==> src/rtl/csr_ctrl_pkg.sv <==
// Shared encodings for the CSR access controller: funct3 ops, trap CSR
// addresses and FSM state codes.
package csr_ctrl_pkg;

    localparam logic [2:0] OP_RW  = 3'b001;
    localparam logic [2:0] OP_RS  = 3'b010;
    localparam logic [2:0] OP_RC  = 3'b011;
    localparam logic [2:0] OP_RWI = 3'b101;
    localparam logic [2:0] OP_RSI = 3'b110;
    localparam logic [2:0] OP_RCI = 3'b111;

    localparam logic [11:0] CSR_MEPC   = 12'h341;
    localparam logic [11:0] CSR_MCAUSE = 12'h342;
    localparam logic [11:0] CSR_MTVEC  = 12'h305;

    typedef logic [2:0] state_t;

    localparam state_t S_IDLE    = 3'd0;
    localparam state_t S_P_RD    = 3'd1;
    localparam state_t S_P_WR    = 3'd2;
    localparam state_t S_T_EPC   = 3'd3;
    localparam state_t S_T_CAUSE = 3'd4;
    localparam state_t S_T_VEC   = 3'd5;

    function automatic logic is_legal_op(input logic [2:0] op);
        return (op != 3'b000) && (op != 3'b100);
    endfunction

endpackage

==> src/rtl/csr_access_ctrl_alu.sv <==
// Combinational write-data and write-enable for the CSR read-modify-write
// ops. Illegal ops never write.
module csr_alu
    import csr_ctrl_pkg::*;
(
    input  logic [2:0]  i_op,
    input  logic [31:0] i_old,
    input  logic [31:0] i_rs1,
    input  logic [4:0]  i_zimm,
    input  logic        i_src_zero,
    input  logic        i_idx_valid,
    output logic [31:0] o_wdata,
    output logic        o_we
);

    logic [31:0] w_src;

    assign w_src = i_op[2] ? {27'b0, i_zimm} : i_rs1;

    always_comb begin
        o_wdata = '0;
        o_we    = 1'b0;
        case (i_op)
            OP_RW, OP_RWI: begin
                o_wdata = w_src;
                o_we    = i_idx_valid;
            end
            // set/clear with a zero source is a pure read
            OP_RS, OP_RSI: begin
                o_wdata = i_old | w_src;
                o_we    = i_idx_valid & ~i_src_zero;
            end
            OP_RC, OP_RCI: begin
                o_wdata = i_old & ~w_src;
                o_we    = i_idx_valid & ~i_src_zero;
            end
            default: begin
                o_wdata = '0;
                o_we    = 1'b0;
            end
        endcase
    end

endmodule

==> src/rtl/csr_access_ctrl.sv <==
// Arbitrates the pipeline CSR port and the trap unit onto the CSR file's
// single read and write port. Trap wins ties; pipeline ops are never preempted.
//
// state     | meaning
// IDLE      | wait for a request, latch its fields
// P_RD      | read old CSR value into old_q
// P_WR      | write modified value, pulse pipe_done
// T_EPC     | write mepc
// T_CAUSE   | write mcause
// T_VEC     | read mtvec, pulse trap_done
module csr_access_ctrl
    import csr_ctrl_pkg::*;
(
    input  logic        i_clk,
    input  logic        i_rst,
    input  logic        i_pipe_req,
    input  logic [2:0]  i_pipe_op,
    input  logic [11:0] i_pipe_addr,
    input  logic [31:0] i_pipe_rs1_data,
    input  logic [4:0]  i_pipe_zimm,
    input  logic        i_pipe_src_zero,
    output logic        o_pipe_done,
    output logic [31:0] o_pipe_rdata,
    input  logic        i_trap_req,
    input  logic [31:0] i_trap_epc,
    input  logic [31:0] i_trap_cause,
    output logic        o_trap_done,
    output logic [31:0] o_trap_vector,
    output logic        o_csr_read_en,
    output logic [11:0] o_csr_raddr,
    input  logic [31:0] i_csr_rdata,
    output logic        o_csr_write_en,
    output logic [11:0] o_csr_waddr,
    output logic [31:0] o_csr_wdata
);

    state_t      r_state;
    logic [2:0]  r_op;
    logic [11:0] r_addr;
    logic [31:0] r_rs1;
    logic [4:0]  r_zimm;
    logic        r_src_zero;
    logic [31:0] r_epc;
    logic [31:0] r_cause;
    logic [31:0] r_old;

    logic        w_idx_valid;
    logic [31:0] w_alu_wdata;
    logic        w_alu_we;

    // index 0 has no backing register in the file
    assign w_idx_valid = (r_addr[4:0] != 5'd0);

    csr_alu u_alu (
        .i_op        (r_op),
        .i_old       (r_old),
        .i_rs1       (r_rs1),
        .i_zimm      (r_zimm),
        .i_src_zero  (r_src_zero),
        .i_idx_valid (w_idx_valid),
        .o_wdata     (w_alu_wdata),
        .o_we        (w_alu_we)
    );

    always_ff @(posedge i_clk or posedge i_rst) begin
        if (i_rst) begin
            r_state    <= S_IDLE;
            r_op       <= '0;
            r_addr     <= '0;
            r_rs1      <= '0;
            r_zimm     <= '0;
            r_src_zero <= 1'b0;
            r_epc      <= '0;
            r_cause    <= '0;
            r_old      <= '0;
        end else begin
            case (r_state)
                S_IDLE: begin
                    if (i_trap_req) begin
                        r_epc   <= i_trap_epc;
                        r_cause <= i_trap_cause;
                        r_state <= S_T_EPC;
                    end else if (i_pipe_req) begin
                        r_op       <= i_pipe_op;
                        r_addr     <= i_pipe_addr;
                        r_rs1      <= i_pipe_rs1_data;
                        r_zimm     <= i_pipe_zimm;
                        r_src_zero <= i_pipe_src_zero;
                        r_old      <= '0;
                        r_state    <= is_legal_op(i_pipe_op) ? S_P_RD : S_P_WR;
                    end
                end
                S_P_RD: begin
                    r_old   <= w_idx_valid ? i_csr_rdata : '0;
                    r_state <= S_P_WR;
                end
                S_P_WR:    r_state <= S_IDLE;
                S_T_EPC:   r_state <= S_T_CAUSE;
                S_T_CAUSE: r_state <= S_T_VEC;
                S_T_VEC:   r_state <= S_IDLE;
                default:   r_state <= S_IDLE;
            endcase
        end
    end

    always_comb begin
        o_pipe_done    = 1'b0;
        o_pipe_rdata   = '0;
        o_trap_done    = 1'b0;
        o_trap_vector  = '0;
        o_csr_read_en  = 1'b0;
        o_csr_raddr    = '0;
        o_csr_write_en = 1'b0;
        o_csr_waddr    = '0;
        o_csr_wdata    = '0;
        case (r_state)
            S_P_RD: begin
                o_csr_read_en = w_idx_valid;
                o_csr_raddr   = r_addr;
            end
            S_P_WR: begin
                o_pipe_done    = 1'b1;
                o_pipe_rdata   = r_old;
                o_csr_write_en = w_alu_we;
                o_csr_waddr    = r_addr;
                o_csr_wdata    = w_alu_wdata;
            end
            S_T_EPC: begin
                o_csr_write_en = 1'b1;
                o_csr_waddr    = CSR_MEPC;
                o_csr_wdata    = r_epc;
            end
            S_T_CAUSE: begin
                o_csr_write_en = 1'b1;
                o_csr_waddr    = CSR_MCAUSE;
                o_csr_wdata    = r_cause;
            end
            // the mepc/mcause writes above land on earlier negedges, so this read is current
            S_T_VEC: begin
                o_csr_read_en = 1'b1;
                o_csr_raddr   = CSR_MTVEC;
                o_trap_done   = 1'b1;
                o_trap_vector = {i_csr_rdata[31:2], 2'b00};
            end
            default: begin
                o_pipe_done = 1'b0;
            end
        endcase
    end

endmodule

==> config.mk <==
export PLATFORM = sky130hd
export DESIGN_NAME = csr_access_ctrl
export DESIGN_NICKNAME = d
export VERILOG_FILES = /design/src/rtl/csr_ctrl_pkg.sv /design/src/rtl/csr_access_ctrl_alu.sv /design/src/rtl/csr_access_ctrl.sv
export SDC_FILE = /design/constraint.sdc
export NUM_CORES = 1
export LEC_CHECK = 0
export ABC_AREA = 1
export CORE_UTILIZATION = 47
export DETAILED_ROUTE_END_ITERATION = 7
export PLACE_DENSITY_LB_ADDON = 0.1
export SLEW_MARGIN = 5
export SYNTH_ARGS = -nofsm -noshare
export SYNTH_HDL_FRONTEND = slang
export SYNTH_HIERARCHICAL = 1
export SYNTH_SLANG_ARGS = --single-unit
==> constraint.sdc <==
create_clock -name i_clk -period 6.8 [get_ports i_clk]
set_input_delay 1.36 -clock i_clk [delete_from_list [all_inputs] [get_ports i_clk]]
set_output_delay 1.36 -clock i_clk [all_outputs]
set_load 0.05 [all_outputs]
# [Word level (Yosys, flattened, before mapping)]
# Cells that the tools add are included.
[word_totals] elab_cells=63 mem_bits_rw=0 out_inout_bits=124 regBits=152 mem_count=0 in_bits=153 latch_bits=0 rom_bits=0
[classes] reduce_logical=13 addsub=0 bitwise_logic=6 shift=0 n_div=0 mul=0 magnitude_cmp=0 n_mux=20 n_eq_ne=15
[op_table] cell="$mux 32" n=6
[op_table] cell="$pmux 32 s3" n=2
[op_table] cell="$pmux 32 s2" n=1
[op_table] cell="$pmux 12 s3" n=1
[op_table] cell="$and 32x32->32" n=1
[op_table] cell="$not 32->32" n=1
[op_table] cell="$or 32x32->32" n=1
[op_table] cell="$pmux 12 s2" n=1
[op_table] cell="$eq 3x3->1 const B" n=5
[op_table] cell="$eq 3x2->1 const B" n=4
[op_table] cell="$pmux 3 s4" n=1
[op_table] cell="$reduce_or 2->1" n=4
[op_table] cell="$eq 3x1->1 const B" n=2
[op_table] cell="$mux 3" n=2
[op_table] cell="$ne 3x3->1 const B" n=2
[op_table] cell="$pmux 1 s2" n=3
[op_table] cell="$reduce_and 3->1" n=2
[op_table] cell="$reduce_bool 5->1" n=1
[op_table] cell="$ne 2x2->1 const B" n=2
[op_table] cell="$reduce_or 4->1" n=1
[op_table] cell="$logic_not 3->1" n=1
[op_table] cell="$reduce_bool 3->1" n=1
[op_table] cell="$mux 1" n=2
[op_table] cell="$mux 2" n=1
[op_table] cell="other kinds (5)" n=6

# [Depth between registers and ports, before layout]
# Gate-level depths: netlist of the first run.
[depth] depth_word=6 depth_mapped=9 ltp_nobuf=7

# [Cells and area by module]
# The synthesis of the first run kept the hierarchy.
[modules_own_cells] module="csr_access_ctrl" cells_per_inst=1004 seq_area_each_um2=3803.6 area_each_um2=7507.2 instances=1
[modules_own_cells] module="csr_alu" cells_per_inst=194 seq_area_each_um2=0.0 area_each_um2=837.1 instances=1

# [Least setup slack after synthesis of the first run]
# No wires, ideal clock.
[synth_path] kind="in2out" from="in i_csr_rdata[10]" to="out o_trap_vector[10]" arrival_time_ns=2.038 path_slack_ns=3.402 path_stages=2 required_ns=5.440 path_buffers=0 cell_sequence="inv_1 > nor2_1"
[synth_between] elab_chain_len=1
[synth_rtl] item="start: declaration" line="csr_access_ctrl.sv:31" rtl="input logic [31:0] i_csr_rdata,"
[synth_rtl] item="$mux 32" line="csr_access_ctrl.sv:116" rtl="case (r_state)"
[synth_rtl] item="end: declaration" line="csr_access_ctrl.sv:28" rtl="output logic [31:0] o_trap_vector,"
# No other way between the ends.

# [Worst setup path after layout of the first run]
[layout_path] from="reg r_state[2]" to="out o_csr_raddr[7]"
[layout_between] elab_chain_len=2 elab_cells_between_ends=3 cone_classes="eq/ne (2); mux (1)"
[layout_rtl] item="start: declaration" line="csr_access_ctrl.sv:37" rtl="state_t r_state;"
[layout_rtl] item="start signal: assignment" line="csr_access_ctrl.sv:90" rtl="r_state <= is_legal_op(i_pipe_op) ? S_P_RD : S_P_WR;"
[layout_rtl] item="$eq 3x3->1 or $eq 3x1->1 (tied branches)" line="csr_access_ctrl.sv:116"
[layout_rtl] item="$pmux 12 s2 (*)" line="csr_access_ctrl.sv:116"
[layout_rtl] item="end: declaration" line="csr_access_ctrl.sv:30" rtl="output logic [11:0] o_csr_raddr,"
# Mark *: on every way between the ends. The rest lies on a longest branch, timed or not.

==> results of run 1 <==
[worst reg2reg max path, delay by kind of cell (launching register included)]
kind	cells	cell delay [ns]
AND/OR/NAND/NOR	4	0.74
flip-flops	1	0.48
buffers and inverters	3	1.47
[cell usage after synthesis, types with 2 or more instances]
library cell	number	area share
nor2_4	3	0.0040
nand4_1	32	0.024
o21ai_0	45	0.027
clkbuf_1	22	0.0099
inv_1	114	0.051
nor2_2	2	0.0015
dfrtp_1	152	0.46
nand3_1	184	0.11
nand2_1	453	0.20
buf_1	2	0.00090
buf_6	6	0.0081
inv_2	6	0.0027
o21bai_1	3	0.0027
o21ai_1	23	0.014
a21oi_1	5	0.0030
nand2_2	3	0.0022
clkbuf_2	4	0.0024
nor2_1	80	0.036
buf_2	46	0.028
buf_4	7	0.0063
[cell type report]
| cell class | instances | share of cell area |
|---|---|---|
| well taps | 225 | 0.0243 |
| diodes | 1 | 0.000216 |
| clock buffers | 18 | 0.0379 |
| multi-input cells | 840 | 0.314 |
| repair buffers | 286 | 0.244 |
| flip-flops and latches | 152 | 0.328 |
| inverters | 120 | 0.0393 |
| clock inverters | 14 | 0.0120 |
[metrics by stage]
step	hold slack, ns	area, µm²	power, mW	setup WS [ns]
global route	0.492	11600	5.59	1.70
CTS	0.483	11600	5.28	1.89
finish	0.480	11600	5.27	1.87
floorplan	0.449	8350	3.50	1.35
global placement	0.461	11000	4.27	2.40
detailed placement	0.465	11000	4.32	2.37
[registers in the layout, summed over array words and instances (netlist names), 3 cells and up]
name / count
r_state: 3
r_epc: 32
r_addr: 12
r_cause: 32
r_zimm: 5
r_op: 3
r_rs1: 32
r_old: 32
[cells in the final DEF (no fill, tap or decap), drive strengths merged]
cell / n
a21boi: 1
bufinv: 1
clkinv: 4
nor3: 1
a31oi: 1
diode: 1
clkinvlp: 3
nor2: 85
nand4: 32
conb: 2
buf: 12
clkdlybuf4s50: 274
dfrtp: 152
inv: 126
clkbuf: 18
nand3: 185
o21bai: 3
a21oi: 5
nand2: 457
o21ai: 68
[power groups by stage]
stage | sequential (mW) | combinational [mW] | clock [mW]
3_3_place_gp | 1.58 | 2.70 | 0
2_1_floorplan | 1.49 | 2.01 | 0
3_5_place_dp | 1.59 | 2.73 | 0
6_report | 1.59 | 2.75 | 0.938
4_1_cts | 1.58 | 2.75 | 0.950
5_1_grt | 1.63 | 2.97 | 0.982
[worst min-delay path by stage]
stage	start	to	slack (ns)	cells after the start
6_report	r_rs1[29]	r_rs1[29]	0.48	2
3_5_place_dp	r_rs1[9]	r_rs1[9]	0.47	2
3_3_place_gp	r_rs1[9]	r_rs1[9]	0.46	2
5_1_grt	r_rs1[11]	r_rs1[11]	0.49	2
4_1_cts	r_rs1[9]	r_rs1[9]	0.48	2
2_1_floorplan	r_addr[10]	r_addr[10]	0.45	2
[routing by layer]
layer	track usage	wire length, µm	up-vias
met5	0	0	-
met4	0.140	1010	0
met1	0.365	11200	4123
li1	-	-	4195
met2	0.511	13200	355
met3	0.0591	1670	56
[kinds of logic after synthesis]
| group | Yosys count | synth area share |
|---|---|---|
| AOI/OAI and AO/OA | 78 | 0.0481 |
| buffers and inverters | 207 | 0.109 |
| DFF | 152 | 0.456 |
| other | 1 | 0.000449 |
| and+or+nand+nor | 760 | 0.386 |
==> out/metrics.csv, run 1 <==
stage,metric,value,unit
route,Final ANT Viol Nets,0,
setup_path,crit path buf inv count,3,
synthesis,Post-synth EDFFs,0,
floorplanning,Die Span Y,135,µm
outcome,status,"finished, final reports clean",
route,drt wl/cell,16.4,µm
grt,global-route wire length before repair,42100,µm
floorplanning,# rows,48,
route,# DRC,0,
placement,number of instances in the placed design,1623,
sta,Slew headroom,0.166,
route,Initial DRC Count,602,
synthesis,Synth Area per Inst,6.97,µm²
cts,post-CTS sizing,0,
setup_path,FF-to-FF path depth,7,
final_layout,Reg area,0.00380,mm²
cts,# hold bufs at CTS,0,
synthesis,"Async S/R FF share, synth",1.00,
setup_path,crit path from,r_state[2],
power_and_ir_drop,Net Sw Power,2.61,mW
final_layout,NumNets Final,1570,
route,total iterations of the first detailed-routing run,5,
setup_path,CP top delay family,buffers and inverters,
route,via count,8729,
cts,CTS tree,built,
floorplanning,Core Region,0.0173,mm²
final_layout,Multi-input gate area,0.00365,mm²
sta,Setup-failing EPs final,0,
grt,vias in the first global route,8468,
power_and_ir_drop,switching share of power,0.496,
setup_path,Critical Path RT,5.44,ns
final_layout,Finished Layout Cells,1656,
synthesis,Cells after Synth,1198,
placement,Detail Placement HPWL,18000,µm
power_and_ir_drop,Leak Pwr,5.89,nW
final_layout,area grow syn2layout,39.0,%
grt,pin count of the biggest net entering global routing,95,
setup_path,Register-to-Register Setup Slack,4.04,ns
setup_path,Worst setup SP type,register,
cts,Post-CTS Setup Inserts,0,
grt,grt ovf,0,
final_layout,share of cells above drive strength 1,0.0434,
setup_path,CP Depth,5,
power_and_ir_drop,Comb pwr share,0.521,
setup_path,"Slowest-stage cell, CP",clkdlybuf4s50_1,
setup_path,Setup CP Type,register to output pin,
cts,"Clk pin slew, worst setup/hold paths",0.06,ns
power_and_ir_drop,power per standard cell area,455,mW/mm²
power_and_ir_drop,Clock power frac,0.178,
cts,Max Buffers Root-to-Sink,2,
setup_path,critical path endpoint,o_csr_raddr[7],
cts,CTS H-tree depth,4,
grt,Total Routing Usage GR,0.300,
hold_path,HP Class,register to register,
synthesis,"Cell Area, Synth",0.00834,mm²
cts,TritonCTS Buffers,17,
setup_path,"critical path fanouts, max",41,
floorplanning,Initial Utilization,0.482,
floorplanning,Die Wd,135,µm
placement,Port Buffers,274,
setup_path,Crit. End Element,output pin,
sta,setup TNS,0,ns
synthesis,Yosys cell types,26,
synthesis,Seq cells post-synth,152,
setup_path,reg2reg start,r_state[2],
floorplanning,die area,0.0183,mm²
sta,Fmax,203,MHz
sta,skew final,0.0146,ns
final_layout,post-route core utilization,0.671,
final_layout,# fillers,1567,
route,final wirelength,27100,µm
power_and_ir_drop,Peak supply drop,0.000255,V
synthesis,yosys warns,6,
sta,fin crit share,0.724,
route,Vias/cell,5.27,
setup_path,Worst EP arrival,3.57,ns
floorplanning,IO Count,277,
sta,fin crit period,4.93,ns
setup_path,Crit path largest cell delay,0.81,ns
setup_path,CP cell instances,"inv_2, nand2_1, buf_4, nor2_1, clkdlybuf4s50_1",
grt,antenna violations before repair,0,
synthesis,Most used DFF post-synth,dfrtp_1,
cts,Num Clock Sinks,152,
sta,Worst Max-Slew Pin Slew,1.25,ns
cts,root buffer cell,clkbuf_16,
synthesis,sequential element share of the synthesized area,0.456,
sta,max-slew violations,0,
setup_path,reg2reg end,r_cause[28],
sta,RSZ-0062 raised after global routing,no,
power_and_ir_drop,Cell Int Power,2.66,mW
sta,Fin. Hold Viols,0,
power_and_ir_drop,Seq pwr share,0.301,
cts,latest clock arrival within the worst-skew pair,0.43,ns
run,MaxCap Viol Count,0,
placement,RePlAce Congestion,0.843,
Note: power is estimated with default switching activity, not from simulation.
==> inputs of run 2 (changes only) <==
==> constraint.sdc (replaced) <==
create_clock -name i_clk -period 4.7 [get_ports i_clk]
set_input_delay 0.94 -clock i_clk [delete_from_list [all_inputs] [get_ports i_clk]]
set_output_delay 0.94 -clock i_clk [all_outputs]
set_load 0.05 [all_outputs]
==> out/metrics.csv, run 2 (synthesized netlist as in run 1, its figures left out) <==
stage,metric,value,unit,change
power_and_ir_drop,Seq pwr share,0.281,,-0.020
sta,RSZ-0062 raised after global routing,no,,
final_layout,share of cells above drive strength 1,0.121,,+0.0779
power_and_ir_drop,total chip power,8.17,mW,+55%
setup_path,Crit. End Element,output pin,,
route,Vias/cell,5.26,,-0.23%
sta,max-slew violations,0,,unchanged
floorplanning,IO Count,277,,unchanged
cts,post-CTS sizing,0,,unchanged
power_and_ir_drop,Comb pwr share,0.516,,-0.005
grt,global-route wire length before repair,43400,µm,+3.2%
floorplanning,Core Region,0.0173,mm²,unchanged
setup_path,Critical Path RT,3.76,ns,-1.68 ns
power_and_ir_drop,Net Sw Power,3.80,mW,+45%
sta,fin crit share,0.734,,
placement,dpl ws,1.65,ns,-0.718 ns
sta,Final Worst Setup Slack,1.25,ns,-0.624 ns
run,MaxCap Viol Count,0,,unchanged
sta,Fin. Hold Viols,0,,unchanged
grt,pin count of the biggest net entering global routing,86,,-9.5%
cts,TritonCTS Buffers,17,,unchanged
sta,Slew headroom,0.302,,+0.136
sta,skew final,0.00600,ns,-0.00865 ns
grt,grt ovf,0,,unchanged
route,met3 wirelength from detailed routing,2120,µm,+27%
floorplanning,Initial Utilization,0.482,,unchanged
route,M1 WL,11300,µm,+0.87%
setup_path,Worst EP arrival,2.51,ns,-1.06 ns
power_and_ir_drop,Clock power frac,0.203,,+0.025
sta,Setup-failing EPs final,0,,unchanged
route,# DRC,0,,unchanged
final_layout,Reg area,0.00380,mm²,unchanged
hold_path,HP Class,register to register,,
power_and_ir_drop,switching share of power,0.465,,-0.0309
final_layout,most frequent cells in the layout,"453 x nand2_1, 184 x nand3_1, 165 x clkdlybuf4s50_1",,
setup_path,Setup CP Type,register to output pin,,
grt,antenna violations before repair,1,,+1
power_and_ir_drop,Cell Int Power,4.37,mW,+64%
cts,"Clk pin slew, worst setup/hold paths",0.06,ns,about the same
cts,CTS H-tree depth,4,,unchanged
cts,CTS tree,built,,
sta,Worst Max-Slew Pin Slew,1.05,ns,-0.202 ns
final_layout,area grow syn2layout,45.1,%,
route,Final ANT Viol Nets,0,,unchanged
cts,Post-CTS Setup Inserts,0,,unchanged
final_layout,"commonest non-fill, non-tap cell in the layout",nand2_1,,
hold_path,Min-Delay Endpoint,r_rs1[16],,
floorplanning,Die Wd,135,µm,unchanged
power_and_ir_drop,Peak supply drop,0.000355,V,+39%
floorplanning,# rows,48,,unchanged
setup_path,FF-to-FF path depth,8,,+1
route,total iterations of the first detailed-routing run,5,,unchanged
placement,DP Area,0.0114,mm²,+3.4%
final_layout,post-route core utilization,0.700,,+0.0292
placement,Detail Placement HPWL,18800,µm,+4.5%
route,drt wl/cell,16.8,µm,+2.7%
sta,Fmax,290,MHz,
route,wire length on met2,13900,µm,+4.8%
final_layout,# fillers,1440,,-8.1%
setup_path,Worst setup SP type,register,,
final_layout,Final Instance Area,0.0121,mm²,+4.4%
cts,Num Clock Sinks,152,,unchanged
sta,fin crit period,3.45,ns,
hold_path,hold_sp,r_rs1[16],,
placement,RePlAce Congestion,0.882,,+4.5%
grt,vias in the first global route,8169,,-3.5%
grt,Total Routing Usage GR,0.311,,+0.0112
power_and_ir_drop,Leak Pwr,6.32,nW,+7.4%
route,Initial DRC Count,598,,-0.66%
final_layout,NumNets Final,1575,,+0.32%
route,final wirelength,27900,µm,+3.1%
hold_path,hold depth,2,,unchanged
cts,Max Buffers Root-to-Sink,2,,unchanged
cts,# hold bufs at CTS,0,,unchanged
sta,setup TNS,0,ns,unchanged
route,highest metal used,met4,,
setup_path,"critical path fanouts, max",32,,-22%
cts,latest clock arrival within the worst-skew pair,0.42,ns,about the same
cts,root buffer cell,clkbuf_16,,
outcome,status,"finished, final reports clean",,
route,via count,8735,,+0.069%
placement,Port Buffers,274,,unchanged
setup_path,reg2reg end,r_cause[30],,
floorplanning,die area,0.0183,mm²,unchanged
floorplanning,Die Span Y,135,µm,unchanged
setup_path,reg2reg start,r_state[2],,
final_layout,Multi-input gate area,0.00365,mm²,unchanged
power_and_ir_drop,power per standard cell area,675,mW/mm²,+48%
setup_path,Register-to-Register Setup Slack,1.78,ns,-2.26 ns
[run 2: changes by cell type in the layout (fill, tap and decap cells not counted), moves of 2 or more]
cell / change
buf_12: +49
buf_4: +65
bufinv_16: +7
clkbuf_1: +2
clkdlybuf4s50_1: -109
clkinv_4: -2
inv_6: -6
[run 2: power by group through the flow]
stage	clock, mW	sequential [mW]	combinational (mW)
final	1.66	2.29	4.22
after global routing	1.72	2.36	4.57
after CTS	1.67	2.29	4.22
after detailed placement	0	2.30	4.20
after global placement	0	2.28	4.13
after floorplan	0	2.16	2.91
[run 2: layout make-up]
cell class,instances,area share
Sequential cell,152,0.314
Multi-Input combinational cell,840,0.301
Timing Repair Buffer,291,0.265
Inverter,120,0.0375
Clock buffer,19,0.0358
Tap cell,225,0.0233
Clock inverter,13,0.0226
Antenna cell,1,0.000207
[run 2: critical path, stage by stage (launching register included)]
cell and delay (ns):
dfrtp_1 0.48, nor2_4 0.18, nand2_1 0.14, inv_1 0.79, nand2_1 0.13, nand3_1 0.16, buf_4 0.21
[run 2: layer usage]
layer | vias to the layer above | GRT usage
met5 | - | 0
li1 | 4207 | -
met4 | 0 | 0.0993
met1 | 4120 | 0.390
met3 | 39 | 0.0726
met2 | 369 | 0.530
[run 2: how the worst max path moves through the flow]
stage                    start               to  slack [ns]  cells after the start
finish              r_state[0]   o_csr_wdata[1]        1.25                      6
global route        r_state[0]  o_csr_wdata[26]        1.03                      6
CTS                 r_state[0]  o_csr_wdata[26]        1.19                      6
detailed placement  r_state[0]  o_csr_wdata[26]        1.65                      6
global placement    i_trap_req      r_cause[30]        1.76                      6
floorplan           r_state[2]   o_csr_waddr[0]        1.78                      4
[run 2: stage by stage]
stage                     std cells  hold WS [ns]
after floorplan                1199         0.449
after global placement         1628         0.462
after detailed placement       1628         0.465
after CTS                      1660         0.482
after global routing           1660         0.494
final                          1661         0.478
